`src/rtl/decrypt_pkg.sv`:
```
// decrypt_pkg: shared types, frame field positions and key/parity helpers
// for the 96-bit frame decrypter.
package decrypt_pkg;

  localparam int FRAME_W   = 96;
  localparam int PAYLOAD_W = 80;
  localparam int PAR_BIT   = 95;
  localparam int R9_MSB    = 94;
  localparam int R9_LSB    = 86;
  localparam int R6_MSB    = 85;
  localparam int R6_LSB    = 80;

  typedef enum logic [2:0] {
    S_IDLE,
    S_CHECK,
    S_ROTATE,
    S_XOR,
    S_SUB,
    S_DONE
  } state_e;

  typedef enum logic [1:0] {
    MODE_XOR,
    MODE_ROT6,
    MODE_ROTXOR,
    MODE_BYTESUB
  } mode_e;

  function automatic logic [PAYLOAD_W-1:0] expand_key(
    input logic [8:0] r9,
    input logic [5:0] r6
  );
    logic [14:0] k15;
    k15 = {r9, r6};
    return {k15[4:0], {5{k15}}};
  endfunction

  // 1 means the even-parity check failed
  function automatic logic frame_parity(
    input logic [FRAME_W-1:0] f
  );
    return f[PAR_BIT] ^ (^f[PAR_BIT-1:0]);
  endfunction

endpackage

```
`src/rtl/dec_rotator.sv`:
```
// dec_rotator: loadable 80-bit right rotator, ROT_STEP bits per enable,
// with a step down-counter; last_o marks the final rotate step.
module dec_rotator #(
  parameter int ROT_STEP = 1
) (
  input  logic        clk,
  input  logic        rst,
  input  logic        load_i,
  input  logic [79:0] data_i,
  input  logic [5:0]  amt_i,
  input  logic        en_i,
  output logic [79:0] data_o,
  output logic [79:0] nxt_o,
  output logic        last_o
);

  logic [79:0]  data_q, data_d;
  logic [5:0]   rem_q, rem_d;
  logic [5:0]   cnt_q, cnt_d;
  logic [5:0]   sh;
  logic [6:0]   amt_up;
  logic [159:0] wide;

  // next rotation value, load and step bookkeeping
  always_comb begin
    data_d = data_q;
    rem_d  = rem_q;
    cnt_d  = cnt_q;
    sh     = (rem_q < 6'(ROT_STEP)) ? rem_q : 6'(ROT_STEP);
    wide   = {data_q, data_q} >> sh;
    amt_up = {1'b0, amt_i} + 7'(ROT_STEP - 1);
    if (load_i) begin
      data_d = data_i;
      rem_d  = amt_i;
      cnt_d  = (amt_i == 6'd0) ? 6'd1 : 6'(amt_up / 7'(ROT_STEP));
    end else if (en_i && cnt_q != 6'd0) begin
      data_d = wide[79:0];
      rem_d  = rem_q - sh;
      cnt_d  = cnt_q - 6'd1;
    end
  end

  // rotator state registers
  always_ff @(posedge clk) begin
    if (rst) begin
      data_q <= '0;
      rem_q  <= '0;
      cnt_q  <= '0;
    end else begin
      data_q <= data_d;
      rem_q  <= rem_d;
      cnt_q  <= cnt_d;
    end
  end

  assign data_o = data_q;
  assign nxt_o  = wide[79:0];
  assign last_o = (cnt_q == 6'd1);

endmodule

```
`src/rtl/decrypter_core.sv`:
```
// decrypter_core: iterative inverse of the 96-bit encryption frame,
// one frame in flight, valid/ready on both sides.
module decrypter_core
  import decrypt_pkg::*;
#(
  parameter int ROT_STEP = 1
) (
  input  logic                 Clk,
  input  logic                 Rst,
  input  logic                 in_valid,
  output logic                 in_ready,
  input  logic [FRAME_W-1:0]   data_to_be_decrypt,
  output logic                 out_valid,
  input  logic                 out_ready,
  output logic [PAYLOAD_W-1:0] output_decrypted,
  output logic                 out_err,
  output logic                 busy
);

  state_e                 state_q, state_d;
  logic [FRAME_W-1:0]     frame_q, frame_d;
  logic [PAYLOAD_W-1:0]   res_q, res_d;
  logic                   err_q, err_d;

  logic [8:0]             r9;
  logic [5:0]             r6;
  logic [PAYLOAD_W-1:0]   payload;
  logic [PAYLOAD_W-1:0]   key;
  mode_e                  mode;

  logic                   rot_ld, rot_en, rot_last;
  logic [5:0]             rot_amt;
  logic [PAYLOAD_W-1:0]   rot_q, rot_nxt;
  logic [PAYLOAD_W-1:0]   sub;
  logic [PAYLOAD_W-1:0]   xsrc;

  assign r9      = frame_q[R9_MSB:R9_LSB];
  assign r6      = frame_q[R6_MSB:R6_LSB];
  assign payload = frame_q[PAYLOAD_W-1:0];
  assign mode    = mode_e'(r6[1:0]);
  assign key     = expand_key(r9, r6);
  assign rot_amt = (mode == MODE_ROT6) ? r6 : r9[5:0];
  assign xsrc    = (mode == MODE_ROTXOR) ? rot_q : payload;

  dec_rotator #(
    .ROT_STEP (ROT_STEP)
  ) u_rot (
    .clk    (Clk),
    .rst    (Rst),
    .load_i (rot_ld),
    .data_i (payload),
    .amt_i  (rot_amt),
    .en_i   (rot_en),
    .data_o (rot_q),
    .nxt_o  (rot_nxt),
    .last_o (rot_last)
  );

  // bytewise subtract; no borrow crosses byte lanes
  always_comb begin
    sub = '0;
    for (int i = 0; i < 10; i++) begin
      sub[8*i +: 8] = payload[8*i +: 8] - r9[7:0];
    end
  end

  // next state, result capture and rotator control
  always_comb begin
    state_d = state_q;
    frame_d = frame_q;
    res_d   = res_q;
    err_d   = err_q;
    rot_ld  = 1'b0;
    rot_en  = 1'b0;
    unique case (state_q)
      S_IDLE: begin
        if (in_valid && in_ready) begin
          frame_d = data_to_be_decrypt;
          state_d = S_CHECK;
        end
      end
      S_CHECK: begin
        if (frame_parity(frame_q)) begin
          res_d   = '0;
          err_d   = 1'b1;
          state_d = S_DONE;
        end else begin
          unique case (mode)
            MODE_XOR:     state_d = S_XOR;
            MODE_ROT6,
            MODE_ROTXOR: begin
              rot_ld  = 1'b1;
              state_d = S_ROTATE;
            end
            MODE_BYTESUB: state_d = S_SUB;
          endcase
        end
      end
      S_ROTATE: begin
        rot_en = 1'b1;
        if (rot_last) begin
          if (mode == MODE_ROT6) begin
            res_d   = rot_nxt;
            err_d   = 1'b0;
            state_d = S_DONE;
          end else begin
            state_d = S_XOR;
          end
        end
      end
      S_XOR: begin
        res_d   = xsrc ^ key;
        err_d   = 1'b0;
        state_d = S_DONE;
      end
      S_SUB: begin
        res_d   = sub;
        err_d   = 1'b0;
        state_d = S_DONE;
      end
      S_DONE: begin
        if (out_ready) begin
          res_d   = '0;
          err_d   = 1'b0;
          state_d = S_IDLE;
        end
      end
      default: state_d = S_IDLE;
    endcase
  end

  // state and datapath registers
  always_ff @(posedge Clk) begin
    if (Rst) begin
      state_q <= S_IDLE;
      frame_q <= '0;
      res_q   <= '0;
      err_q   <= 1'b0;
    end else begin
      state_q <= state_d;
      frame_q <= frame_d;
      res_q   <= res_d;
      err_q   <= err_d;
    end
  end

  assign in_ready         = (state_q == S_IDLE) && !Rst;
  assign out_valid        = (state_q == S_DONE);
  assign output_decrypted = res_q;
  assign out_err          = err_q;
  assign busy             = (state_q != S_IDLE);

endmodule

```
`config.mk`:
```
export PLATFORM = sky130hd
export DESIGN_NAME = decrypter_core
export DESIGN_NICKNAME = d
export VERILOG_FILES = /design/src/rtl/decrypt_pkg.sv /design/src/rtl/dec_rotator.sv /design/src/rtl/decrypter_core.sv
export SDC_FILE = /design/constraint.sdc
export NUM_CORES = 1
export LEC_CHECK = 0
export ABC_AREA = 1
export CORE_MARGIN = 2
export CORE_UTILIZATION = 50
export DETAILED_ROUTE_END_ITERATION = 16
export GPL_TIMING_DRIVEN = 0
export PLACE_DENSITY = 0.67
export SLEW_MARGIN = 15
export SYNTH_ARGS = -nofsm -noshare
export SYNTH_HDL_FRONTEND = slang
export SYNTH_SLANG_ARGS = --single-unit
```
`constraint.sdc`:
```
create_clock -name Clk -period 3.7 [get_ports Clk]
set_input_delay 0.74 -clock Clk [delete_from_list [all_inputs] [get_ports Clk]]
set_output_delay 0.74 -clock Clk [all_outputs]
set_load 0.05 [all_outputs]
```
==> key figures, run 1 <==
STA
  – Rel. slew slack: 10.17%
  – Clock Skews: roughly 0.015 ns
  – Setup WS post-layout: -0.06459 ns
  – F_max: 0.2656 GHz
  – Post-Route Setup TNS: -0.5298 ns
  – Slew @ Worst Pin: 1.347 ns
  – Final Setup Violations: 21
  – Tcrit/Tclk final: 101.7%
  – Slew Viols, Final: 0
  – Min Clock Period, post-route: ~3.8 ns
  – Final Hold Fails: 0

Finish
  – Cell area after layout: between 20,000 and 25,000 um2
  – Area delta synth->final: 20.77%
  – Layout cells sized above 1: between 5 and 6%
  – Most frequent cells in the layout: 1,136 x nand2_1, 363 x nor2_1, 281 x o21ai_0, 277 x inv_1, 268 x dfxtp_1
  – Area occupied by multi-input gates: 12,150 um2
  – Nets: 3,677
  – Commonest non-fill, non-tap cell in the layout: nand2_1
  – Final Util: 60.98%
  – Fillers: 3,816
  – Storage element area: 5450 um2

Synth
  – Post-Synth Adder-Cell Area: ~6%
  – Synth warnings: 0
  – Seq/Total Area, Yosys: 28.03%
  – Syn Area/Cell: between 5 and 6 um2
  – Async S/R FF share, synth: 0%
  – Syn_nets: about 3,400
  – Mux share of post-synthesis cell area: 0%
  – Largest family of logic cells by synthesized area: simple AND/OR/NAND/NOR gates
  – Compound-Gate Fraction of Synth Area: around 17%
  – Top_reg_cell synth: dfxtp_1
  – EDFF count, synth: 0
  – Library cells used by synthesis: 39
  – Area of the mapped netlist: 19,420 um2
  – Post-synthesis xor/xnor area fraction: 1.939%
  – Simple-gate share of the synthesized area: between 30% and 40%
  – Post-synthesis register bit count: 272
  – Synth Instances: 3,250

Power and ir drop
  – Pwr dens: 827.3 nW/um2
  – Sw frac: 55.12%
  – Lkg Pwr: 0.01005 uW
  – Internal: 8710 uW
  – Flop pwr share: 19.5%
  – Sw Pwr: 10,700 uW
  – Clock Power Share: 18.9%
  – Power consumption: 19,410 uW
  – Worst vdd ir: 0.0005765 V
  – Comb power frac: 61.6%

Route
  – Vias: 24,230
  – First-pass DRT Iterations: 6
  – Routed WL per cell: 23.01 um
  – Iter 0 DRT Violations: 3,530
  – # DRC: 0
  – Antenna-violating nets left: 0
  – Final WL: 92,820 um
  – Avg Vias per Cell: approximately 6.0

Global routing
  – First-pass GRT wire length: between 100,000 and 150,000 um
  – Global Route Usage Sum: 44.77%
  – Number of antenna violations at the first check in global routing: 5
  – Largest net degree at the start of global routing: 20
  – Vias in the first global route: 22,279
  – GRT overflow: 0

Die
  – Die H: 201.1 um
  – Row count: 72
  – Starting Density: around half
  – Full die area: 40,440 um2
  – # IOs: 184
  – Die Span X: 201.1 um
  – Core ar.: 38,470 um2

Placed design
  – Dpl cell area: 22,030 um2
  – Final Wtd Congestion: 1.010
  – IO Port Bufs: 183
  – Hpwl dp: approximately 64,000 um

Clock tree
  – Root buf cell: clkbuf_16
  – H-tree levels: 2
  – CTS Sinks: 272
  – CTS max path bufs: 3
  – CTS Buf Count: 35
  – CTS clk-pin slew, worst paths: 0.06 ns
  – CTS tree: built
  – Worst-Skew Late Latency: 0.57 ns

Critical path
  – Critical-path top delay cell: clkbuf_1
  – Critical Path Max Stage Delay: 0.90 ns
  – Critical path's top delay family: buffers and inverters
  – Worst Path Class, Setup: input pin to register
  – CP endpoint kind: register
  – Critical-path cell list: clkdlybuf4s50_1 -> clkbuf_1 -> clkinv_2 -> clkbuf_1 -> buf_1 -> nand2_1 -> nand2_1
  – Worst Path Arrival: 4.21 ns
  – Startpoint Class: input pin
  – Data required time of the worst path: 4.15 ns
  – Buf/Inv on CP: 5
  – Crit Path Max Fanout: 10

Run status
  – Status: finished, violations left
  – Failing checks: negative setup slack

Hold path
  – Worst hold path type: register to register

Job
  – Max_cap viols: 0
area by class of cell:
class                      count  share of cell area, %
clock buffer                  50                  4.496
buffer                       190                  3.750
tap                          518                  2.763
sequential                   272                  23.23
multi-input combinational   2506                  51.78
inverter                     283                  4.635
timing repair buffer         200                  8.694
antenna                        4                0.04267
clock inverter                11                 0.6027
path summary, 6_finish.rpt:
| path | slack [ns] | cells after the start | from | endpoint |
|---|---|---|---|---|
| max reg2reg | 0 | 12 | frame_q[80]$_SDFFE_PP0P_ | output_decrypted[22]$_SDFFE_PP0P_ |
| min reg2reg | 0.46 | 2 | output_decrypted[42]$_SDFFE_PP0P_ | output_decrypted[42]$_SDFFE_PP0P_ |
| max | -0.06 | 7 | Rst | u_rot.data_o[53]$_SDFFE_PP0P_ |
| min | 0.46 | 2 | output_decrypted[42]$_SDFFE_PP0P_ | output_decrypted[42]$_SDFFE_PP0P_ |
layer usage:
| metal | global-route usage (%) | vias to the layer above | wire length, um |
|---|---|---|---|
| li1 | - | 11003 | - |
| met1 | 56.34 | 11011 | 34600 |
| met2 | 64.89 | 1742 | 37390 |
| met3 | 12.80 | 466 | 13110 |
| met4 | 33.47 | 8 | 7623 |
| met5 | 0.8333 | - | 94 |
sequential cells by signal, indices dropped and copies added, names as in the netlist:
| register | flops |
|---|---|
| state_q | 3 |
| frame_q | 96 |
| u_rot.cnt_q | 6 |
| u_rot.data_o | 80 |
| output_decrypted | 80 |
| out_err | 1 |
| u_rot.rem_q | 6 |
cell usage after synthesis (17+ instances only):
cell type / count / area share [%]
nand2_1: 1138 / 22
xor2_1: 17 / 0.77
ha_1: 79 / 5.1
nor2_1: 363 / 7.0
o21ai_0: 281 / 7.2
o211ai_1: 27 / 1.0
nand4_1: 89 / 2.9
dfxtp_1: 272 / 28
inv_1: 279 / 5.4
or2_2: 33 / 1.1
xnor2_1: 26 / 1.2
clkbuf_1: 130 / 2.5
o221ai_1: 27 / 1.2
nand3_1: 112 / 2.9
a21oi_1: 210 / 5.4
buf_2: 27 / 0.70
nor3_1: 19 / 0.49
buf_1: 22 / 0.43
stage by stage:
| step | setup slack, ns | hold WS (ns) | instances |
|---|---|---|---|
| after floorplan | 0.7482 | 0.4578 | 3250 |
| after global placement | -1.116 | 0.4547 | 3951 |
| after detailed placement | -1.045 | 0.4545 | 3956 |
| after CTS | 0.008369 | 0.4633 | 4018 |
| after global routing | -0.01295 | 0.4798 | 4031 |
| final | -0.06459 | 0.4635 | 4034 |
power by group through the flow:
stage / clock (uW) / combinational [uW] / sequential, uW
4_1_cts: 3660 / 11000 / 3750
3_5_place_dp: 0 / 10800 / 3810
3_3_place_gp: 0 / 10600 / 3800
5_1_grt: 3770 / 12600 / 3820
2_1_floorplan: 0 / 6720 / 3720
6_report: 3660 / 12000 / 3790
worst reg2reg max path: cells and delay by family (launching register included):
kind            cells  cell delay, ns
buf+inv             5            2.00
simple gates        3            0.54
compound gates      3            0.52
flops               1            0.35
fa+ha+maj           1            0.15
cells by family after synthesis:
logic type      Yosys count
buf+inv                 473
xor+xnor                 43
simple gates           1782
flops                   272
compound gates          591
fa+ha+maj                89
what timing repair did:
item,in CTS,in global routing
pin swaps,0,2
cloned,0,1
buffers inserted,1,11
gates resized for setup,16,25
hold buffers,0,0
setup endpoints to repair,188,173
Note: power is estimated with default switching activity, not from simulation.
==> run 2: changes to the inputs <==
--- a/config.mk
+++ b/config.mk
@@ -7,10 +7,11 @@
 export LEC_CHECK = 0
 export ABC_AREA = 1
 export CORE_MARGIN = 2
-export CORE_UTILIZATION = 50
+export CORE_UTILIZATION = 47
 export DETAILED_ROUTE_END_ITERATION = 16
 export GPL_TIMING_DRIVEN = 0
-export PLACE_DENSITY = 0.67
+export PLACE_DENSITY = 0.79
+export REMOVE_ABC_BUFFERS = 1
 export SLEW_MARGIN = 15
 export SYNTH_ARGS = -nofsm -noshare
 export SYNTH_HDL_FRONTEND = slang
==> key figures, run 2 (synthesis results as in run 1) <==
Power and ir drop
  – Clock Power Share: approximately a fifth
  – Internal: 8834 uW
  – Flop pwr share: 20.0%
  – Comb power frac: 60.2%
  – Pwr dens: 795.2 nW/um2
  – Lkg Pwr: between 0.01 and 0.015 uW
  – Worst vdd ir: between 0.0015 and 0.002 V
  – Sw frac: 53.01%
  – Sw Pwr: 9967 uW

STA
  – Post-Route Setup TNS: 0 ns
  – Final Setup Violations: 0
  – Setup WS post-layout: 0.2258 ns
  – Final Hold Fails: 0
  – RSZ-0062 raised after global routing: false
  – F_max: between 0.2 and 0.3 GHz
  – Slew @ Worst Pin: 1.030 ns
  – Tcrit/Tclk final: 93.90%
  – Min Clock Period, post-route: 3.474 ns
  – Rel. slew slack: 31.07%
  – Clock Skews: around 0.025 ns
  – Slew Viols, Final: 0

Critical path
  – Startpoint Class: register
  – Worst Path Class, Setup: register to register
  – Data required time of the worst path: 4.12 ns
  – Critical-path top delay cell: dfxtp_2
  – Worst Path Arrival: 3.89 ns
  – Crit Path Max Fanout: 45
  – Critical Path Max Stage Delay: 0.42 ns
  – CP endpoint kind: register
  – Most frequent CP cell: nand2_1
  – Critical-path cell list: clkinvlp_4 -> ha_4 -> inv_1 -> nand3_1 -> nand2_1 -> inv_1 -> nand2_1 -> nand2_1 -> inv_1 -> nand2_1 -> nand2_1 -> nand2_1 -> nand2_1 -> nand2_1 -> nand3_2 -> nand2_8 -> buf_16 -> nand3_4 -> buf_12 -> nand2_2 -> buf_4 -> nor2_1 -> nor2_1 -> nor2_1

Finish
  – Storage element area: between 5000 and 6000 um2
  – Layout cells sized above 1: 6.211%
  – Commonest non-fill, non-tap cell in the layout: nand2_1
  – Fillers: 3,878
  – Area occupied by multi-input gates: approximately 12,000 um2
  – Nets: 3,548
  – Max reg flops: 96
  – Area delta synth->final: 21.72%
  – Biggest register: frame_q
  – Most frequent cells in the layout: 1,133 x nand2_1, 362 x nor2_1, 281 x o21ai_0, 267 x dfxtp_1, 263 x inv_1

Die
  – Core ar.: 40,830 um2
  – Starting Density: between 40 and 50%
  – Row count: 74
  – # IOs: 184
  – Die Span X: just over 200 um
  – Die H: 207.3 um
  – Full die area: 42,970 um2

Global routing
  – Largest net degree at the start of global routing: 103
  – GRT overflow: 0
  – Number of antenna violations at the first check in global routing: 1
  – Vias in the first global route: between 20,000 and 25,000
  – Global Route Usage Sum: 31.48%
  – First-pass GRT wire length: 108,600 um

Route
  – Iter 0 DRT Violations: 2,379
  – First-pass DRT Iterations: 8
  – Avg Vias per Cell: about 5.7
  – Final WL: 70,610 um
  – Vias: 22,266
  – # DRC: 0
  – Routed WL per cell: 18.04 um
  – Antenna-violating nets left: 0

Placed design
  – Final Wtd Congestion: 0.8717
  – Place WS: -1.883 ns
  – Hpwl dp: between 40,000 and 50,000 um
  – IO Port Bufs: between 150 and 200

Hold path
  – Worst hold path type: register to register

Clock tree
  – H-tree levels: 2
  – Hold buffer count at cts: 0
  – Worst-Skew Late Latency: 0.56 ns
  – CTS max path bufs: 3
  – CTS clk-pin slew, worst paths: around 0.060 ns
  – CTS Sinks: about 270
  – CTS Buf Count: 34
  – Root buf cell: clkbuf_16
  – CTS tree: built

Run status
  – Status: completed

Job
  – Max_cap viols: 0
## run 2: changes by cell type in the layout (fill, tap and decap cells not counted), sizes merged
cell and delta:
inv -10, clkinv +1, bufinv +3, clkdlybuf4s50 -1, nand2 +10, clkbuf -135
diode -3, nand3 +1, clkinvlp +9, buf -9
## run 2: critical path, delay by kind of cell, from the launching register on
family,cells,cell delay (ns)
buf+inv,7,1.02
fa+ha+maj,1,0.35
simple gates,16,1.50
flops,1,0.42
## run 2: final cells by class
type                    count  share of cell area (%)
diodes                      1                 0.01058
clock buffers              48                   4.292
clock inverters            10                  0.8626
inverters                 283                   4.837
multi-input cells        2517                   52.26
flip-flops and latches    272                   23.08
well taps                 532                   2.815
repair buffers            247                   11.74
repair inverters            4                  0.1006
## run 2: path summary, 6_finish.rpt
| check | start | depth (start not counted) | endpoint | slack (ns) |
|---|---|---|---|---|
| setup / recovery | frame_q[81]$_SDFFE_PP0P_ | 24 | u_rot.data_o[62]$_SDFFE_PP0P_ | 0.23 |
| hold / removal | output_decrypted[34]$_SDFFE_PP0P_ | 2 | output_decrypted[34]$_SDFFE_PP0P_ | 0.46 |
| setup reg to reg | frame_q[81]$_SDFFE_PP0P_ | 24 | u_rot.data_o[62]$_SDFFE_PP0P_ | 0.23 |
| hold reg to reg | output_decrypted[34]$_SDFFE_PP0P_ | 2 | output_decrypted[34]$_SDFFE_PP0P_ | 0.46 |
## run 2: metrics by stage
step / instance area (um2) / instances / total power (uW) / hold slack, ns / util [%]
6_report: 23640 / 3914 / 18800 / 0.4627 / 57.90
5_1_grt: 23640 / 3913 / 19760 / 0.4783 / 57.90
4_1_cts: 23530 / 3902 / 18100 / 0.4648 / 57.63
3_5_place_dp: 21840 / 3808 / 13520 / 0.4561 / 53.50
3_3_place_gp: 21110 / 3775 / 9603 / 0.4522 / 51.69
2_1_floorplan: 18610 / 3060 / 8361 / 0.4542 / -
## run 2: power groups by stage
stage	Sequential [uW]	Clock (uW)	Combinational (uW)
after floorplan	3640	0	4720
after global placement	3600	0	6000
after detailed placement	3770	0	9750
after CTS	3730	3730	10600
after global routing	3810	3850	12100
final	3770	3710	11300
## run 2: routing by layer
layer	wire length, um	track usage (%)
met5	0	0
met4	3663	15.74
met3	8632	5.507
met2	29920	48.72
met1	28390	42.26
## run 2: what timing repair did
| action | CTS | global route |
|---|---|---|
| buffers inserted | 22 | 10 |
| gates resized for setup | 24 | 13 |
| endpoints found under the setup margin | 176 | 145 |
| pin swaps | 4 | 2 |
| gates cloned | 14 | 2 |
